## src/rtl/mouse_pkg.sv

```systemverilog
// Shared types and constants for the PS/2 mouse position tracker.
package mouse_pkg;
  typedef enum logic [1:0] {WAIT_B0, WAIT_B1, WAIT_B2, APPLY} state_t;

  localparam int HDR_L    = 0;
  localparam int HDR_R    = 1;
  localparam int HDR_M    = 2;
  localparam int HDR_SYNC = 3;
  localparam int HDR_XS   = 4;
  localparam int HDR_YS   = 5;
  localparam int HDR_XO   = 6;
  localparam int HDR_YO   = 7;

  localparam int SCREEN_W = 640;
  localparam int SCREEN_H = 480;
  localparam int TIMER_W  = 17;
endpackage

```

## src/rtl/mouse_axis_accum.sv

```systemverilog
// One axis: decodes a 9-bit PS/2 delta (with overflow saturation) and returns
// the position after adding it, clamped to [0, MAX].
module mouse_axis_accum #(
  parameter int MAX = 639
) (
  input  logic [9:0] cur,
  input  logic [8:0] delta,
  input  logic       ovf,
  input  logic       invert,
  output logic [9:0] next
);
  localparam logic signed [11:0] MAX_S = 12'(MAX);
  localparam logic [9:0]         MAX_C = 10'(MAX);

  logic signed [11:0] d;
  logic signed [11:0] sum;

  always_comb begin
    if (ovf) d = delta[8] ? -12'sd256 : 12'sd255;
    else     d = {{3{delta[8]}}, delta};
    // Screen y grows downward while PS/2 +y means up, hence the invert.
    sum = $signed({2'b00, cur}) + (invert ? -d : d);
    if (sum < 0)          next = '0;
    else if (sum > MAX_S) next = MAX_C;
    else                  next = sum[9:0];
  end
endmodule

```

## src/rtl/mouse_position_tracker.sv

```systemverilog
// Assembles 3-byte PS/2 movement packets into a clamped absolute cursor
// position; the published position only moves on step_strobe.
module mouse_position_tracker
  import mouse_pkg::*;
#(
  parameter int X_MAX          = SCREEN_W - 1,
  parameter int Y_MAX          = SCREEN_H - 1,
  parameter int X_INIT         = 320,
  parameter int Y_INIT         = 240,
  parameter int TIMEOUT_CYCLES = 100000
) (
  input  logic       clk,
  input  logic       reset,
  input  logic [7:0] rx_data,
  input  logic       rx_valid,
  output logic       rx_ready,
  input  logic       step_strobe,
  output logic [9:0] mouse_x,
  output logic [9:0] mouse_y,
  output logic [2:0] buttons,
  output logic       sync_error,
  output logic [7:0] packet_count
);
  localparam logic [TIMER_W-1:0] TIMEOUT_LAST = TIMER_W'(TIMEOUT_CYCLES - 1);
  localparam logic [9:0]         X_RST        = 10'(X_INIT);
  localparam logic [9:0]         Y_RST        = 10'(Y_INIT);

  state_t             state;
  logic [7:0]         hdr;
  logic [7:0]         dx_b;
  logic [7:0]         dy_b;
  logic [9:0]         cur_x;
  logic [9:0]         cur_y;
  logic [9:0]         next_x;
  logic [9:0]         next_y;
  logic [TIMER_W-1:0] idle_cnt;
  logic               accept;

  assign rx_ready = (state != APPLY);
  assign accept   = rx_valid && rx_ready;

  mouse_axis_accum #(.MAX(X_MAX)) u_axis_x (
    .cur(cur_x), .delta({hdr[HDR_XS], dx_b}), .ovf(hdr[HDR_XO]),
    .invert(1'b0), .next(next_x)
  );

  mouse_axis_accum #(.MAX(Y_MAX)) u_axis_y (
    .cur(cur_y), .delta({hdr[HDR_YS], dy_b}), .ovf(hdr[HDR_YO]),
    .invert(1'b1), .next(next_y)
  );

  always_ff @(posedge clk or posedge reset) begin
    if (reset) begin
      state        <= WAIT_B0;
      hdr          <= '0;
      dx_b         <= '0;
      dy_b         <= '0;
      cur_x        <= X_RST;
      cur_y        <= Y_RST;
      mouse_x      <= X_RST;
      mouse_y      <= Y_RST;
      buttons      <= '0;
      sync_error   <= 1'b0;
      packet_count <= '0;
      idle_cnt     <= '0;
    end else begin
      sync_error <= 1'b0;
      // Publishing samples cur before any APPLY update in the same cycle.
      if (step_strobe) begin
        mouse_x <= cur_x;
        mouse_y <= cur_y;
      end
      case (state)
        WAIT_B0: begin
          idle_cnt <= '0;
          if (accept) begin
            if (!rx_data[HDR_SYNC]) begin
              sync_error <= 1'b1;
            end else begin
              hdr   <= rx_data;
              state <= WAIT_B1;
            end
          end
        end
        WAIT_B1, WAIT_B2: begin
          if (accept) begin
            idle_cnt <= '0;
            if (state == WAIT_B1) begin
              dx_b  <= rx_data;
              state <= WAIT_B2;
            end else begin
              dy_b  <= rx_data;
              state <= APPLY;
            end
          end else if (idle_cnt == TIMEOUT_LAST) begin
            idle_cnt   <= '0;
            sync_error <= 1'b1;
            state      <= WAIT_B0;
          end else begin
            idle_cnt <= idle_cnt + 1'b1;
          end
        end
        APPLY: begin
          idle_cnt     <= '0;
          cur_x        <= next_x;
          cur_y        <= next_y;
          buttons      <= {hdr[HDR_M], hdr[HDR_R], hdr[HDR_L]};
          packet_count <= packet_count + 8'd1;
          state        <= WAIT_B0;
        end
        default: state <= WAIT_B0;
      endcase
    end
  end
endmodule

```

## config.mk

```make
export PLATFORM = sky130hd
export DESIGN_NAME = mouse_position_tracker
export DESIGN_NICKNAME = d
export VERILOG_FILES = /design/src/rtl/mouse_pkg.sv /design/src/rtl/mouse_axis_accum.sv /design/src/rtl/mouse_position_tracker.sv
export SDC_FILE = /design/constraint.sdc
export NUM_CORES = 1
export LEC_CHECK = 0
export CORE_MARGIN = 4
export CORE_UTILIZATION = 50
export CTS_CLUSTER_SIZE = 14
export DETAILED_ROUTE_END_ITERATION = 8
export GPL_ROUTABILITY_DRIVEN = 0
export HOLD_SLACK_MARGIN = 0.03
export PLACE_DENSITY = 0.71
export SYNTH_ARGS = -nofsm -noshare
export SYNTH_HDL_FRONTEND = slang
export SYNTH_SLANG_ARGS = --single-unit
```

## constraint.sdc

```tcl
create_clock -name clk -period 7.8 [get_ports clk]
set_clock_uncertainty 0.15 [all_clocks]
set_input_delay 1.56 -clock clk [delete_from_list [all_inputs] [get_ports clk]]
set_output_delay 1.56 -clock clk [all_outputs]
set_load 0.02 [all_outputs]
```

==> summary.log, run 1 <==
INFO  clock_network  ctsHoldBuffers=0
INFO  pwr            clkPwrFrac=13.0%
INFO  setup_path     r2r-start=hdr[4]
INFO  synth          yosys_top_cell_by_area=dfrtp_1
INFO  grt            grt_pass1_vias=3779
INFO  sta            setup_tns=0ps
INFO  drt            drt_iter0_drc=176
INFO  grt            global_route_wire_length_before_repair=17.8mm
INFO  grt            grt_start_max_net_pins=75
INFO  layout         finish.instance_area=5920um2
INFO  setup_path     worst-r2r-setup-slack=4340ps
INFO  floorplan      die_w=109um
INFO  synth          synth_cell_type_count=59
INFO  clock_network  post_cts_buffers=0
INFO  setup_path     required=6090ps
INFO  synth          synth_nets=507
INFO  pwr            power_density_relative_to_cell_area=458nW/um2
INFO  synth          yosysTopAreaCellShare=40.1%
INFO  setup_path     timing.critical_path.fanout_max=21
INFO  setup_path     critical_path.reg2reg.endpoint=cur_x[0]
INFO  worst_hold_path min_delay_path_depth=1
INFO  clock_network  cts-root-to-sink-buffers=2
INFO  drt            wire_per_inst=15.6um
INFO  synth          synth_most_common_cell=dfrtp_1
INFO  clock_network  cts_buffers=9
INFO  layout         drive_above_1_share=18.8%
INFO  drt            route.vias.total=3658
INFO  job            cap_viol_max_count=0
INFO  setup_path     crit_end=rx_ready
INFO  drt            route.detailed.drc=0
INFO  synth          synthArstFlopShare=100%
INFO  sta            fmaxAchievable=0.247GHz
INFO  synth          yosys_most_used_dff=dfrtp_1
INFO  sta            max_slew.worst_pin.slew=941ps
INFO  floorplan      top_level_ports=45
INFO  floorplan      initial_core_util=51.9%
INFO  synth          ys.warnings.count=0
INFO  synth          postSynthRegisterBits=94
INFO  clock_network  cts_htree_levels=3
INFO  drt            postRouteWirelength=10.1mm
INFO  drt            routed_via_density=5.65
INFO  pwr            seq_power_share=30.2%
INFO  pwr            power.combinational.fraction=56.9%
INFO  sta            finish_stage_setup_viols=0
INFO  status         outcome=finished clean
INFO  sta            drv_slew=0
INFO  drt            count_of_tritonroute_iterations_in_the_first_routing_pass=4
INFO  floorplan      core-area=9860um2
INFO  drt            remaining_antenna_violation_count_after_routing=0
INFO  setup_path     worst_r2r_path_depth=10
INFO  grt            overflow=0
INFO  synth          synth_top_cells_by_area=dfrtp_1 40%, mux2_2 10%, ha_1 7.1%
INFO  grt            total_global_route_track_usage=18.9%
INFO  grt            antenna_found_initial=0
INFO  setup_path     critPathLaunch=state[0]
INFO  layout         ant_cells=0
INFO  floorplan      placementRows=36
INFO  pwr            netSwitchingPower=1.15mW
INFO  sta            timing.slew.headroom=37.0%
INFO  clock_network  clk_latency=380ps
INFO  placement      placement.cell_area=5700um2
INFO  setup_path     critPathCaptureType=output pin
INFO  clock_network  post_cts.resized_instances=0
INFO  sta            shortest_clock_period_the_worst_path_allows_after_layout=4040ps
INFO  worst_hold_path min-delay-path-class=flop to flop
INFO  pwr            vdd_drop_max=309uV
INFO  clock_network  clk_pin_slew_worst_paths=100ps
INFO  pwr            cellLeakagePower=2.59nW
INFO  setup_path     critical_path.startpoint_type=flop
INFO  pwr            power=2.71mW
INFO  placement      port_buffers=44
INFO  sta            setup_repair_after_global_routing_missed_its_margin=false
INFO  synth          cell_count_after_synthesis=464
INFO  clock_network  cts_root_buffer=clkbuf_8
INFO  floorplan      die_y=109um
INFO  setup_path     timing_worst_setup_path_type=flop to output pin
INFO  synth          postSynthAreaPerCell=11.0um2
INFO  placement      hpwlAfterDp=7.37mm
INFO  synth          synth.cell_area=5120um2
INFO  clock_network  numClockSinks=94
INFO  layout         synthToLayoutAreaGrowth=15.5%
INFO  sta            fin_crit_sh=51.8%
INFO  pwr            power.switching_fraction=42.6%
INFO  pwr            cellInternalPower=1.56mW
INFO  floorplan      die-area=11900um2
INFO  clock_network  tritoncts=yes
INFO  layout         final_nets=553
INFO  synth          synth_enable_flop_cells=0
INFO  synth          post_synth_most_frequent_cells=82 x dfrtp_1, 47 x mux2_2, 42 x nand2_1, 30 x nor2_1, 29 x ha_1
INFO  synth          share_of_the_yosys_chip_area_belonging_to_registers=46.2%
INFO  setup_path     arrival=2330ps
INFO  sta            final-hold-violation-count=0
[metrics by stage]
step           util (%)  setup slack (ps)  cells  hold WS, ps
6_report           60.0              3760    648          327
5_1_grt            60.0              3640    648          358
4_1_cts            60.0              3710    648          331
3_5_place_dp       57.8              4150    632          316
3_3_place_gp       57.8              4230    632          313
2_1_floorplan         -              3660    464          297
[sequential cells by signal, summed over array words and instances (netlist names), 3 cells and up]
name and flops:
mouse_y 10, mouse_x 10, buttons 3, dy_b 8, packet_count 8, cur_x 10, cur_y 10, dx_b 8
idle_cnt 17, hdr 7
[placed cells by master (no fill, tap or decap), types with 4 or more instances in the layout]
cell and instances:
dfrtp_1 82, mux2_2 47, clkdlybuf4s50_1 44, nand2_1 42
nor2_1 30, ha_1 29, inv_1 19, xnor2_1 19
xor2_1 18, a21oi_1 15, nand3_1 13, o21ai_0 13
o2bb2ai_1 12, dfstp_2 12, clkbuf_8 11, o21a_1 10
and3_1 7, a32oi_1 7, nor3_1 6, nand4_1 6
and2_1 4, o21ai_2 4, nor2b_1 4
[cell type report]
cell class	count	area, um2
Inverter	21	80.1
Clock inverter	5	63.8
Sequential cell	94	2370
Fill cell	846	3950
Timing Repair Buffer	46	455
Tap cell	133	166
Multi-Input combinational cell	338	2630
Clock buffer	11	151
[power by group through the flow]
stage	sequential, mW	clock (mW)	combinational, mW
2_1_floorplan	0.851	0	1.13
3_3_place_gp	0.822	0	1.49
3_5_place_dp	0.830	0	1.54
4_1_cts	0.821	0.363	1.55
5_1_grt	0.848	0.383	1.71
6_report	0.818	0.351	1.54
[critical path, cell delays in order, from the launching register on]
cell,delay [ps]
dfrtp_1,420
ha_1,220
inv_1,570
clkdlybuf4s50_1,740
[layer usage]
| metal | wire length, um | up-vias | track usage, % |
|---|---|---|---|
| li1 | - | 1746 | - |
| met1 | 4610 | 1837 | 24.3 |
| met2 | 4970 | 60 | 31.7 |
| met3 | 297 | 15 | 2.90 |
| met4 | 227 | 0 | 8.55 |
| met5 | 0 | - | 0 |
[logic make-up (layout without fill, tap and decap cells)]
kind of cell / count (synthesis) / after routing / synth area share [%]
AND/OR/NAND/NOR: 126 / 126 / 11.6
adder cells (fa/ha/maj): 31 / 31 / 7.87
XOR/XNOR: 39 / 39 / 7.18
AO/OA/AOI/OAI: 92 / 92 / 13.8
buffers and inverters: 32 / 83 / 2.37
flip-flops: 94 / 94 / 46.2
multiplexers: 50 / 50 / 10.9
[how the worst min path moves through the flow]
stage                    start         endpoint  slack [ps]
2_1_floorplan      idle_cnt[0]      idle_cnt[0]         300
3_3_place_gp   packet_count[7]  packet_count[7]         310
6_report       packet_count[7]  packet_count[7]         330
5_1_grt        packet_count[7]  packet_count[7]         360
4_1_cts        packet_count[7]  packet_count[7]         330
3_5_place_dp   packet_count[7]  packet_count[7]         320
No activity file was read; power rests on OpenSTA's default activity.
==> inputs of run 2 (changes only) <==
--- a/config.mk
+++ b/config.mk
@@ -11,7 +11,7 @@
 export DETAILED_ROUTE_END_ITERATION = 8
 export GPL_ROUTABILITY_DRIVEN = 0
 export HOLD_SLACK_MARGIN = 0.03
-export PLACE_DENSITY = 0.71
+export PLACE_DENSITY = 0.73
 export SYNTH_ARGS = -nofsm -noshare
 export SYNTH_HDL_FRONTEND = slang
 export SYNTH_SLANG_ARGS = --single-unit
==> constraint.sdc (replaced) <==
create_clock -name clk -period 3.55 [get_ports clk]
set_clock_uncertainty 0.15 [all_clocks]
set_input_delay 0.71 -clock clk [delete_from_list [all_inputs] [get_ports clk]]
set_output_delay 0.71 -clock clk [all_outputs]
set_load 0.02 [all_outputs]
==> summary.log, run 2 (synthesis gave the netlist of run 1 again) <==
INFO  status         outcome=finished clean
INFO  sta            fin_crit_sh=91.3%
INFO  setup_path     timing.critical_path.slowest_cell_delay=520ps [-220 ps]
INFO  sta            finish_stage_setup_viols=0 [unchanged]
INFO  sta            setup_repair_after_global_routing_missed_its_margin=false
INFO  setup_path     crit_buf_inv=0 [-2]
INFO  setup_path     slowest_stage=dfrtp_1
INFO  layout         largest_register=idle_cnt
INFO  drt            routed_via_density=5.54 [-1.9%]
INFO  placement      placedCellCount=639 [+1.1%]
INFO  clock_network  clk_pin_slew_worst_paths=100ps [about the same]
INFO  drt            drt_iter0_drc=123 [-30%]
INFO  sta            timing.slew.headroom=54.1% [+17 points]
INFO  clock_network  cts_htree_levels=3 [unchanged]
INFO  floorplan      die_y=109um [unchanged]
INFO  layout         filler_cell_count=822 [-2.8%]
INFO  drt            wire_per_inst=15.8um [+1.1%]
INFO  drt            route.vias.total=3626 [-0.87%]
INFO  floorplan      placementRows=36 [unchanged]
INFO  grt            antenna_found_initial=0 [unchanged]
INFO  drt            count_of_tritonroute_iterations_in_the_first_routing_pass=4 [unchanged]
INFO  floorplan      top_level_ports=45 [unchanged]
INFO  setup_path     timing.critical_path.fanout_max=10 [-52%]
INFO  floorplan      die_w=109um [unchanged]
INFO  setup_path     critPathCaptureType=flop
INFO  layout         fin_cells=655 [+1.1%]
INFO  clock_network  post_cts.resized_instances=0 [unchanged]
INFO  setup_path     timing_worst_setup_path_type=flop to flop
INFO  sta            max_slew.worst_pin.slew=688ps [-253 ps]
INFO  layout         regArea=2370um2 [unchanged]
INFO  layout         ant_cells=0 [unchanged]
INFO  clock_network  cts-root-to-sink-buffers=2 [unchanged]
INFO  placement      hpwlAfterDp=7.72mm [+4.7%]
INFO  pwr            cellLeakagePower=2.60nW [+0.31%]
INFO  setup_path     top_family_by_delay_on_critical_path=compound AO/OA/AOI/OAI gates
INFO  sta            fmaxAchievable=0.309GHz
INFO  floorplan      die-area=11900um2 [unchanged]
INFO  clock_network  clk_latency=360ps [-20 ps]
INFO  grt            grt_pass1_vias=3806 [+0.71%]
INFO  clock_network  post_cts_buffers=0 [unchanged]
INFO  drt            postRouteWirelength=10.3mm [+2.2%]
INFO  pwr            power_density_relative_to_cell_area=993nW/um2 [+120%]
INFO  layout         final_nets=560 [+1.3%]
INFO  sta            drv_slew=0 [unchanged]
INFO  placement      place_worst_setup_slack=296ps [-3850 ps]
INFO  sta            final-hold-violation-count=0 [unchanged]
INFO  sta            post-route-worst-setup-slack=309ps [-3450 ps]
INFO  sta            shortest_clock_period_the_worst_path_allows_after_layout=3240ps
INFO  grt            grt_start_max_net_pins=41 [-45%]
INFO  layout         drive_above_1_share=19.9% [+1.1 points]
INFO  floorplan      initial_core_util=51.9% [unchanged]
INFO  sta            setup_tns=0ps [unchanged]
INFO  layout         largest_register_ffs=17 [unchanged]
INFO  setup_path     cp_cell_sequence=nand2_1, o21a_1, ha_1, fa_1, a211oi_2, o21ai_1, a311o_2, xnor2_4, nor3b_1, o2bb2ai_1
INFO  clock_network  numClockSinks=94 [unchanged]
INFO  setup_path     arrival=3330ps [+1000 ps]
INFO  layout         multi_input_gate_area_in_the_final_layout=2630um2 [unchanged]
INFO  layout         layout_commonest_cell=dfrtp_1
INFO  drt            remaining_antenna_violation_count_after_routing=0 [unchanged]
INFO  layout         layout.cells.most_common_list=82 x dfrtp_1, 47 x mux2_2, 44 x clkdlybuf4s50_1
INFO  floorplan      core-area=9860um2 [unchanged]
INFO  grt            overflow=0 [unchanged]
INFO  clock_network  cts_buffers=9 [unchanged]
INFO  placement      port_buffers=44 [unchanged]
INFO  grt            total_global_route_track_usage=19.1% [+0.12 points]
INFO  setup_path     critical_path.startpoint_type=flop
INFO  grt            global_route_wire_length_before_repair=18.0mm [+1.4%]
INFO  drt            route.detailed.drc=0 [unchanged]
INFO  worst_hold_path min-delay-path-class=flop to flop
INFO  clock_network  cts_root_buffer=clkbuf_8
INFO  pwr            vdd_drop_max=624uV [+100%]
INFO  clock_network  ctsHoldBuffers=0 [unchanged]
INFO  setup_path     required=3640ps [-2450 ps]
INFO  job            cap_viol_max_count=0 [unchanged]
INFO  layout         synthToLayoutAreaGrowth=16.0%
INFO  clock_network  tritoncts=yes
==> run 2: cell types whose count changed in the layout (fill, tap and decap cells not counted) <==
cell,change
clkinvlp_4,+3
clkinv_2,-1
clkbuf_8,-1
buf_4,+7
bufinv_16,-1
==> run 2: metal layers <==
layer / track usage [%] / wire length [um] / up-vias
met2: 32.1 / 5100 / 76
met5: 0 / 0 / -
li1: - / - / 1771
met1: 24.6 / 4590 / 1758
met3: 2.61 / 405 / 21
met4: 8.10 / 225 / 0
==> run 2: worst register-to-register path: stages, from the launching register on <==
cell       delay [ps]
dfrtp_1           520
nand2_1           220
o21a_1            160
ha_1              200
fa_1              430
a211oi_2          260
o21ai_1           130
a311o_2           480
xnor2_4           240
nor3b_1           250
o2bb2ai_1          90
==> run 2: metrics by stage <==
| step | total power, mW | utilization (%) | hold WS, ps | area (um2) |
|---|---|---|---|---|
| 5_1_grt | 6.41 | 60.3 | 338 | 5940 |
| 6_report | 5.90 | 60.3 | 325 | 5940 |
| 4_1_cts | 5.94 | 60.3 | 330 | 5940 |
| 3_3_place_gp | 5.11 | 58.3 | 310 | 5760 |
| 3_5_place_dp | 5.23 | 58.3 | 316 | 5760 |
| 2_1_floorplan | 4.36 | - | 297 | 5120 |
==> run 2: layout make-up <==
cell class / instances / share of cell area, %
Multi-Input combinational cell: 338 / 44.3
Tap cell: 133 / 2.80
Clock buffer: 10 / 2.32
Clock inverter: 6 / 0.863
Inverter: 21 / 1.35
Sequential cell: 94 / 39.8
Timing Repair Buffer: 53 / 8.55
==> run 2: where the power goes <==
part	leakage (nW)	switching (mW)	internal (mW)
Clock	0.0875	0.405	0.284
Sequential	1.18	0.286	1.49
Combinational	1.33	1.86	1.57
==> run 2: worst paths after layout <==
path	start	endpoint	slack (ps)	cells after the start
setup / recovery	hdr[6]	cur_x[0]	310	10
hold / removal	packet_count[7]	packet_count[7]	320	1
setup reg to reg	hdr[6]	cur_x[0]	310	10
hold reg to reg	packet_count[7]	packet_count[7]	320	1
max in group asynchronous	reset	mouse_x[6]	1910	3
min in group asynchronous	reset	mouse_y[1]	590	2
